**src/rtl/mmu_pkg.sv**
```systemverilog
// mmu_pkg: shared definitions for the instruction-side page-table walker.
//   - walker FSM state encoding
//   - PDE/PTE flag bit positions
//   - VPN/PPN field ranges and the table-entry address helper
package mmu_pkg;

   localparam int PGD_W  = 20;
   localparam int VPN_W  = 20;
   localparam int PPN_W  = 20;
   localparam int ADDR_W = 32;

   // entry flag bits (PDE and PTE share V; L is PDE only, X both)
   localparam int PTE_V = 0;
   localparam int PTE_L = 1;
   localparam int PTE_X = 2;

   // entry PPN / next-level base field
   localparam int PPN_HI = 31;
   localparam int PPN_LO = 12;
   // superpage frame field of a leaf PDE
   localparam int SP_HI  = 31;
   localparam int SP_LO  = 22;

   // fields inside the 20-bit VPN (VA[31:22] and VA[21:12])
   localparam int VPN1_HI = 19;
   localparam int VPN1_LO = 10;
   localparam int VPN0_HI = 9;
   localparam int VPN0_LO = 0;

   typedef enum logic [2:0] {
      S_IDLE,
      S_L1_REQ,
      S_L1_WAIT,
      S_L2_REQ,
      S_L2_WAIT,
      S_RESP,
      S_DRAIN
   } walk_state_t;

   // byte address of a 4-byte table entry: {table base, index, 2'b00}
   function automatic logic [ADDR_W-1:0] pt_addr(input logic [19:0] base,
                                                 input logic [9:0]  idx);
      return {base, idx, 2'b00};
   endfunction

endpackage

```
**src/rtl/i_tlb_walker_if.sv**
```systemverilog
// i_tlb_walker_if: dedicated page-table memory read port.
//   mem_req/mem_addr : read request, held until mem_gnt
//   mem_gnt          : request accepted this cycle
//   mem_rvalid/rdata : in-order read data, at least one cycle after grant
// master = walker side, slave = memory side.
interface i_tlb_walker_if;
   import mmu_pkg::*;

   logic              mem_req;
   logic [ADDR_W-1:0] mem_addr;
   logic              mem_gnt;
   logic              mem_rvalid;
   logic [ADDR_W-1:0] mem_rdata;

   modport master (output mem_req, mem_addr,
                   input  mem_gnt, mem_rvalid, mem_rdata);
   modport slave  (input  mem_req, mem_addr,
                   output mem_gnt, mem_rvalid, mem_rdata);
endinterface

```
**src/rtl/i_tlb_walker.sv**
```systemverilog
// i_tlb_walker: two-level hardware page-table walker behind the I-TLB.
//   clk, rst                   : clock, synchronous active-high reset
//   pgd_base                   : page-directory base [31:12], latched on accept
//   flush                      : abandon the walk in flight
//   I_TLB_2_MMU_en / _VPN_2_MMU: miss request (level) and missing VPN
//   I_TLB_PPN_from_MMU_en      : one-cycle response pulse
//   I_TLB_PPN_from_MMU / _page_fault : result, valid with the pulse
//   walker_busy                : high whenever the FSM is not idle
//   mem                        : page-table read port (master side)
// One walk at a time; all outputs come from registers except that a flush in
// the response cycle masks the pulse.
module i_tlb_walker
   import mmu_pkg::*;
(
   input  logic             clk,
   input  logic             rst,
   input  logic [PGD_W-1:0] pgd_base,
   input  logic             flush,
   input  logic             I_TLB_2_MMU_en,
   input  logic [VPN_W-1:0] I_TLB_VPN_2_MMU,
   output logic             I_TLB_PPN_from_MMU_en,
   output logic [PPN_W-1:0] I_TLB_PPN_from_MMU,
   output logic             I_TLB_from_MMU_page_fault,
   output logic             walker_busy,
   i_tlb_walker_if.master   mem
);

   walk_state_t       r_state, w_nxt;
   logic [VPN_W-1:0]  r_vpn;
   logic [PGD_W-1:0]  r_pgd;
   logic [PPN_W-1:0]  r_pde_base;
   logic              r_req, w_req;
   logic [ADDR_W-1:0] r_addr, w_addr;
   logic              r_vld, w_vld;
   logic [PPN_W-1:0]  r_ppn, w_ppn;
   logic              r_fault, w_fault;
   logic              r_busy;
   logic              w_accept, w_lat_pde;
   logic [ADDR_W-1:0] w_rd;
   logic              w_unused_rdata;

   assign w_rd           = mem.mem_rdata;
   assign w_unused_rdata = ^w_rd[11:3];

   always_comb begin
      w_nxt     = r_state;
      w_req     = r_req;
      w_addr    = r_addr;
      w_vld     = 1'b0;
      w_ppn     = '0;
      w_fault   = 1'b0;
      w_accept  = 1'b0;
      w_lat_pde = 1'b0;
      case (r_state)
         S_IDLE: begin
            if (I_TLB_2_MMU_en && !flush) begin
               w_accept = 1'b1;
               w_req    = 1'b1;
               w_addr   = pt_addr(pgd_base, I_TLB_VPN_2_MMU[VPN1_HI:VPN1_LO]);
               w_nxt    = S_L1_REQ;
            end
         end
         S_L1_REQ, S_L2_REQ: begin
            // hold the address from latched fields while waiting for grant
            w_addr = (r_state == S_L1_REQ) ? pt_addr(r_pgd, r_vpn[VPN1_HI:VPN1_LO])
                                           : pt_addr(r_pde_base, r_vpn[VPN0_HI:VPN0_LO]);
            if (mem.mem_gnt) begin
               // a granted read must be drained even if flushed now
               w_req = 1'b0;
               if (flush)                  w_nxt = S_DRAIN;
               else if (r_state == S_L1_REQ) w_nxt = S_L1_WAIT;
               else                        w_nxt = S_L2_WAIT;
            end else if (flush) begin
               w_req = 1'b0;
               w_nxt = S_IDLE;
            end
         end
         S_L1_WAIT: begin
            if (flush) begin
               w_nxt = mem.mem_rvalid ? S_IDLE : S_DRAIN;
            end else if (mem.mem_rvalid) begin
               if (!w_rd[PTE_V]) begin
                  w_vld   = 1'b1;
                  w_fault = 1'b1;
                  w_nxt   = S_RESP;
               end else if (w_rd[PTE_L]) begin
                  // 4 MB superpage: frame from PDE, low 10 VPN bits pass through
                  w_vld   = 1'b1;
                  w_fault = !w_rd[PTE_X];
                  w_ppn   = w_fault ? '0 : {w_rd[SP_HI:SP_LO], r_vpn[VPN0_HI:VPN0_LO]};
                  w_nxt   = S_RESP;
               end else begin
                  w_lat_pde = 1'b1;
                  w_req     = 1'b1;
                  w_addr    = pt_addr(w_rd[PPN_HI:PPN_LO], r_vpn[VPN0_HI:VPN0_LO]);
                  w_nxt     = S_L2_REQ;
               end
            end
         end
         S_L2_WAIT: begin
            if (flush) begin
               w_nxt = mem.mem_rvalid ? S_IDLE : S_DRAIN;
            end else if (mem.mem_rvalid) begin
               w_vld   = 1'b1;
               w_fault = !w_rd[PTE_V] || !w_rd[PTE_X];
               w_ppn   = w_fault ? '0 : w_rd[PPN_HI:PPN_LO];
               w_nxt   = S_RESP;
            end
         end
         S_RESP:  w_nxt = S_IDLE;
         S_DRAIN: if (mem.mem_rvalid) w_nxt = S_IDLE;
         default: w_nxt = S_IDLE;
      endcase
   end

   always_ff @(posedge clk) begin
      if (rst) begin
         r_state    <= S_IDLE;
         r_vpn      <= '0;
         r_pgd      <= '0;
         r_pde_base <= '0;
         r_req      <= 1'b0;
         r_addr     <= '0;
         r_vld      <= 1'b0;
         r_ppn      <= '0;
         r_fault    <= 1'b0;
         r_busy     <= 1'b0;
      end else begin
         r_state <= w_nxt;
         r_req   <= w_req;
         r_addr  <= w_addr;
         r_vld   <= w_vld;
         r_ppn   <= w_ppn;
         r_fault <= w_fault;
         r_busy  <= (w_nxt != S_IDLE);
         if (w_accept) begin
            r_vpn <= I_TLB_VPN_2_MMU;
            r_pgd <= pgd_base;
         end
         if (w_lat_pde) r_pde_base <= w_rd[PPN_HI:PPN_LO];
      end
   end

   assign mem.mem_req               = r_req;
   assign mem.mem_addr              = r_addr;
   // flush in the response cycle cancels the install
   assign I_TLB_PPN_from_MMU_en     = r_vld && !flush;
   assign I_TLB_PPN_from_MMU        = r_ppn;
   assign I_TLB_from_MMU_page_fault = r_fault;
   assign walker_busy               = r_busy;

endmodule

```
**src/flat_wrapper.sv**
```systemverilog
// flat-port wrapper written by rule: the top's interface ports become plain ports
module i_tlb_walker_flat import mmu_pkg::*;
  (clk, rst, pgd_base, flush, I_TLB_2_MMU_en, I_TLB_VPN_2_MMU, I_TLB_PPN_from_MMU_en, I_TLB_PPN_from_MMU, I_TLB_from_MMU_page_fault, walker_busy, mem_mem_req, mem_mem_addr, mem_mem_gnt, mem_mem_rvalid, mem_mem_rdata);
  i_tlb_walker_if mem_i ();
  input  logic clk;
  input  logic rst;
  input  logic [PGD_W-1:0] pgd_base;
  input  logic flush;
  input  logic I_TLB_2_MMU_en;
  input  logic [VPN_W-1:0] I_TLB_VPN_2_MMU;
  output logic I_TLB_PPN_from_MMU_en;
  output logic [PPN_W-1:0] I_TLB_PPN_from_MMU;
  output logic I_TLB_from_MMU_page_fault;
  output logic walker_busy;
  output wire logic [$bits(mem_i.mem_req)-1:0] mem_mem_req;
  output wire logic [$bits(mem_i.mem_addr)-1:0] mem_mem_addr;
  input wire logic [$bits(mem_i.mem_gnt)-1:0] mem_mem_gnt;
  input wire logic [$bits(mem_i.mem_rvalid)-1:0] mem_mem_rvalid;
  input wire logic [$bits(mem_i.mem_rdata)-1:0] mem_mem_rdata;
  assign mem_mem_req = mem_i.mem_req;
  assign mem_mem_addr = mem_i.mem_addr;
  assign mem_i.mem_gnt = mem_mem_gnt;
  assign mem_i.mem_rvalid = mem_mem_rvalid;
  assign mem_i.mem_rdata = mem_mem_rdata;
  i_tlb_walker u_core (.clk(clk), .rst(rst), .pgd_base(pgd_base), .flush(flush), .I_TLB_2_MMU_en(I_TLB_2_MMU_en), .I_TLB_VPN_2_MMU(I_TLB_VPN_2_MMU), .I_TLB_PPN_from_MMU_en(I_TLB_PPN_from_MMU_en), .I_TLB_PPN_from_MMU(I_TLB_PPN_from_MMU), .I_TLB_from_MMU_page_fault(I_TLB_from_MMU_page_fault), .walker_busy(walker_busy), .mem(mem_i));
endmodule
```
**config.mk**
```make
export PLATFORM = sky130hd
export DESIGN_NAME = i_tlb_walker_flat
export DESIGN_NICKNAME = d
export VERILOG_FILES = /design/src/rtl/mmu_pkg.sv /design/src/rtl/i_tlb_walker_if.sv /design/src/rtl/i_tlb_walker.sv /design/src/flat_wrapper.sv
export SDC_FILE = /design/constraint.sdc
export NUM_CORES = 1
export LEC_CHECK = 0
export CORE_MARGIN = 3
export CORE_UTILIZATION = 50
export DETAILED_ROUTE_END_ITERATION = 6
export HOLD_SLACK_MARGIN = 0.15
export PLACE_DENSITY = 0.82
export SLEW_MARGIN = 20
export SYNTH_ARGS = -nofsm -noshare
export SYNTH_HDL_FRONTEND = slang
export SYNTH_SLANG_ARGS = --single-unit
```
**constraint.sdc**
```tcl
create_clock -name clk -period 4 [get_ports clk]
set_input_delay 0.6 -clock clk [delete_from_list [all_inputs] [get_ports clk]]
set_output_delay 0.6 -clock clk [all_outputs]
set_load 0.02 [all_outputs]
```
==> out/results.tsv <==
metric	value	unit
cell type with the largest total area after synthesis	dfxtp_1	
Avg Vias per Cell	5.70	
RD Place Congestion	0.839	
Clock Path Buffers	2	
tightest hold margin	0.456	ns
worst hold path type	reg2reg	
critical path type	reg2reg	
Routed WL	14600	um
cell breakdown of the critical path	nor3b_2 -> or3b_4 -> nor2_4 -> mux2i_1 -> nor2_1	
placement row count	35	
run status	completed	
switching part of the total	25.3	%
Synth Register Bits	117	
min Tclk post-route	2.73	ns
count of distinct cell types in the synthesized netlist	40	
commonest cells in the netlist	nand2_1 (126), dfxtp_1 (117), a21oi_1 (77)	
worst slack, placed	0.930	ns
via total after detailed routing	4814	
Core Box Area	9460	um2
WL per Instance	17.3	um
signal arrival time at the worst endpoint	3.09	ns
global-route wire length before repair	23200	um
critical path required time	4.36	ns
Final #Nets	781	
TritonCTS clock tree	built	
Post-route DRC	0	
first drt pass iteration count	5	
Post-CTS Setup Inserts	0	
remaining global-route overflow	0	
Relative slew margins	36.3	%
synthesized netlist cell count	600	
clock skew	0.00603	ns
maximum number of pins on one net before global-route repair	52	
number of filler cells placed in the layout	710	
final hold viol count	0	
clock latency of the later-clocked register in the worst-skew pair	0.51	ns
crit-path max FO	24	
CTS hold repair buffers	0	
cts bufs inserted	17	
source of the worst hold timing path	u_core.r_pgd[8]	
Mapped Area	4970	um2
number of global-route vias before repair	4598	
clk sink count	117	
signed area change from the synthesized netlist to the final layout	37.2	%
ranking of synthesized cells by area	dfxtp_1 (47%), nand2_1 (9.5%), a21oi_1 (7.8%)	
share of synthesized registers carrying an async set or reset	0	%
syn_area_per_cell	8.28	um2
setup ws final	1.27	ns
RSZ-0062 raised after global routing	no	
Period Utilization, post-route	68.2	%
number of antenna violations at the first check in global routing	0	
Initial Utilization	52.5	%
number of maximum-capacitance violations	0	
final max-slew violation count	0	
CP endpoint kind	register	
Slowest-stage cell, CP	dfxtp_1	
Die Span Y	106	um
count of flip-flops with a built-in enable after synthesis	0	
warning count from the yosys run	0	
CP Launch Point	u_core.r_state[1]	
number of routed nets with antenna violations	0	
CTS resizes	0	
die area	11200	um2
fraction of layout instances using a drive strength above 1	8.10	%
# H-tree levels	4	
cell-internal power	2.53	mW
horizontal die dimension	106	um
power dissipated by switching net loads	858	uW
share of the core filled with cells	72.1	%
Sum Neg Setup Slack	0	ns
sequential fraction of design power	37.5	%
count of endpoints failing setup in the final report	0	
Seq/Total Area, Yosys	47.1	%
transition at the pin with the smallest max-transition slack	0.956	ns
Clock transition at path regs	0.06	ns
PortBufs	122	
static power due to leakage	2.46	nW
initial DRC count	594	
worst flop-to-flop path startpoint	u_core.r_state[1]	
dominant register cell in the synthesized netlist	dfxtp_1	
Max Clock Freq	0.367	GHz
clock network power share	47.8	%
most used standard cell by instance count after synthesis	nand2_1	
GRT Total Usage	26.1	%
longest individual stage delay on the worst path	0.83	ns
post-detail-place hpwl	9680	um
maximum VDD drop	0.323	mV
Cell Pwr Density	497	nW/um2
count of pins on the block boundary	134	
clock tree root buffer cell	clkbuf_8	
Gate power share	14.8	%
crit path launch type	register	
area fraction of the dominant cell type after synthesis	47.1	%
Antenna Diode Count	0	
per-layer routing:
layer	GRT usage, %	up-vias	share of wire (%)
li1	-	2266	-
met1	33.9	2230	41
met2	42.2	289	48
met3	6.86	29	9.4
met4	8.60	0	1.9
met5	0	-	0
power by group through the flow:
stage	clock network [mW]	registers [mW]	logic (mW)
floorplan	0	1.33	0.231
CTS	1.63	1.27	0.495
finish	1.62	1.27	0.501
global placement	0	1.29	0.478
global route	1.68	1.28	0.541
detailed placement	0	1.29	0.490
cells by family (layout without fill, tap and decap cells):
group | after synthesis | in the layout | synth area share [%]
muxes | 40 | 40 | 8.31
DFF | 117 | 117 | 47.1
and+or+nand+nor | 241 | 241 | 20.8
xor gates and xnor gates | 1 | 1 | 0.176
buffers and inverters | 50 | 165 | 5.21
AOI/OAI and AO/OA | 150 | 150 | 18.3
other | 1 | 2 | 0.0755
cell type report:
type	instances	area, um2	share of cell area (%)
multi-input combinational	434	2380	35.0
sequential	117	2340	34.3
timing repair buffer	132	1290	18.9
clock buffer	19	432	6.33
clock inverter	13	205	3.01
tap	129	161	2.37
inverter	1	3.75	0.0550
flip-flops by register name, indices dropped and copies added, names as in the netlist:
| name | cells |
|---|---|
| u_core.mem.mem_addr | 30 |
| u_core.r_state | 3 |
| u_core.r_vpn | 20 |
| u_core.I_TLB_from_MMU_page_fault | 1 |
| u_core.mem.mem_req | 1 |
| u_core.r_vld | 1 |
| u_core.walker_busy | 1 |
| u_core.r_pgd | 20 |
| u_core.I_TLB_PPN_from_MMU | 20 |
| u_core.r_pde_base | 20 |
critical path: cells and delay by family, from the launching register on:
kind / cells / cell delay (ns)
multiplexers: 1 / 0.29
flip-flops: 1 / 0.83
AND/OR/NAND/NOR: 4 / 1.45
cells in the final DEF, fill, tap and decap left out, drive strengths merged:
master | netlist | final
o31ai | 2 | 2
nor4b | 1 | 1
a211oi | 10 | 10
and3 | 3 | 3
or4b | 1 | 1
a21oi | 77 | 77
buf | 25 | 11
inv | 1 | 1
clkinv | 0 | 5
o211ai | 1 | 1
clkdlybuf4s50 | 0 | 121
a31oi | 1 | 1
a21o | 2 | 2
nor2b | 5 | 5
conb | 1 | 2
mux2 | 10 | 10
o21ai | 15 | 15
nand2 | 126 | 126
xnor2 | 1 | 1
nand2b | 6 | 6
o21a | 1 | 1
clkbuf | 24 | 19
nor3 | 11 | 11
or3 | 2 | 2
a22oi | 30 | 30
mux2i | 30 | 30
o221ai | 10 | 10
dfxtp | 117 | 117
bufinv | 0 | 5
nor4 | 1 | 1
and2 | 10 | 10
nor2 | 71 | 71
o21bai | 1 | 1
clkinvlp | 0 | 3
nand3 | 2 | 2
nor3b | 1 | 1
or3b | 1 | 1
path summary, 6_finish.rpt:
check / to / slack (ns) / depth (start not counted)
setup / recovery: u_core.r_pde_base[1] / 1.27 / 5
hold / removal: u_core.r_pgd[8] / 0.46 / 2
setup reg to reg: u_core.r_pde_base[1] / 1.27 / 5
hold reg to reg: u_core.r_pgd[8] / 0.46 / 2
through the flow:
step | instances | total power, mW | cell area (um2)
6_report | 845 | 3.39 | 6820
5_1_grt | 845 | 3.50 | 6820
4_1_cts | 845 | 3.40 | 6820
3_5_place_dp | 813 | 1.78 | 6180
3_3_place_gp | 813 | 1.77 | 6180
2_1_floorplan | 601 | 1.56 | 4970
Note: power is estimated with default switching activity, not from simulation.
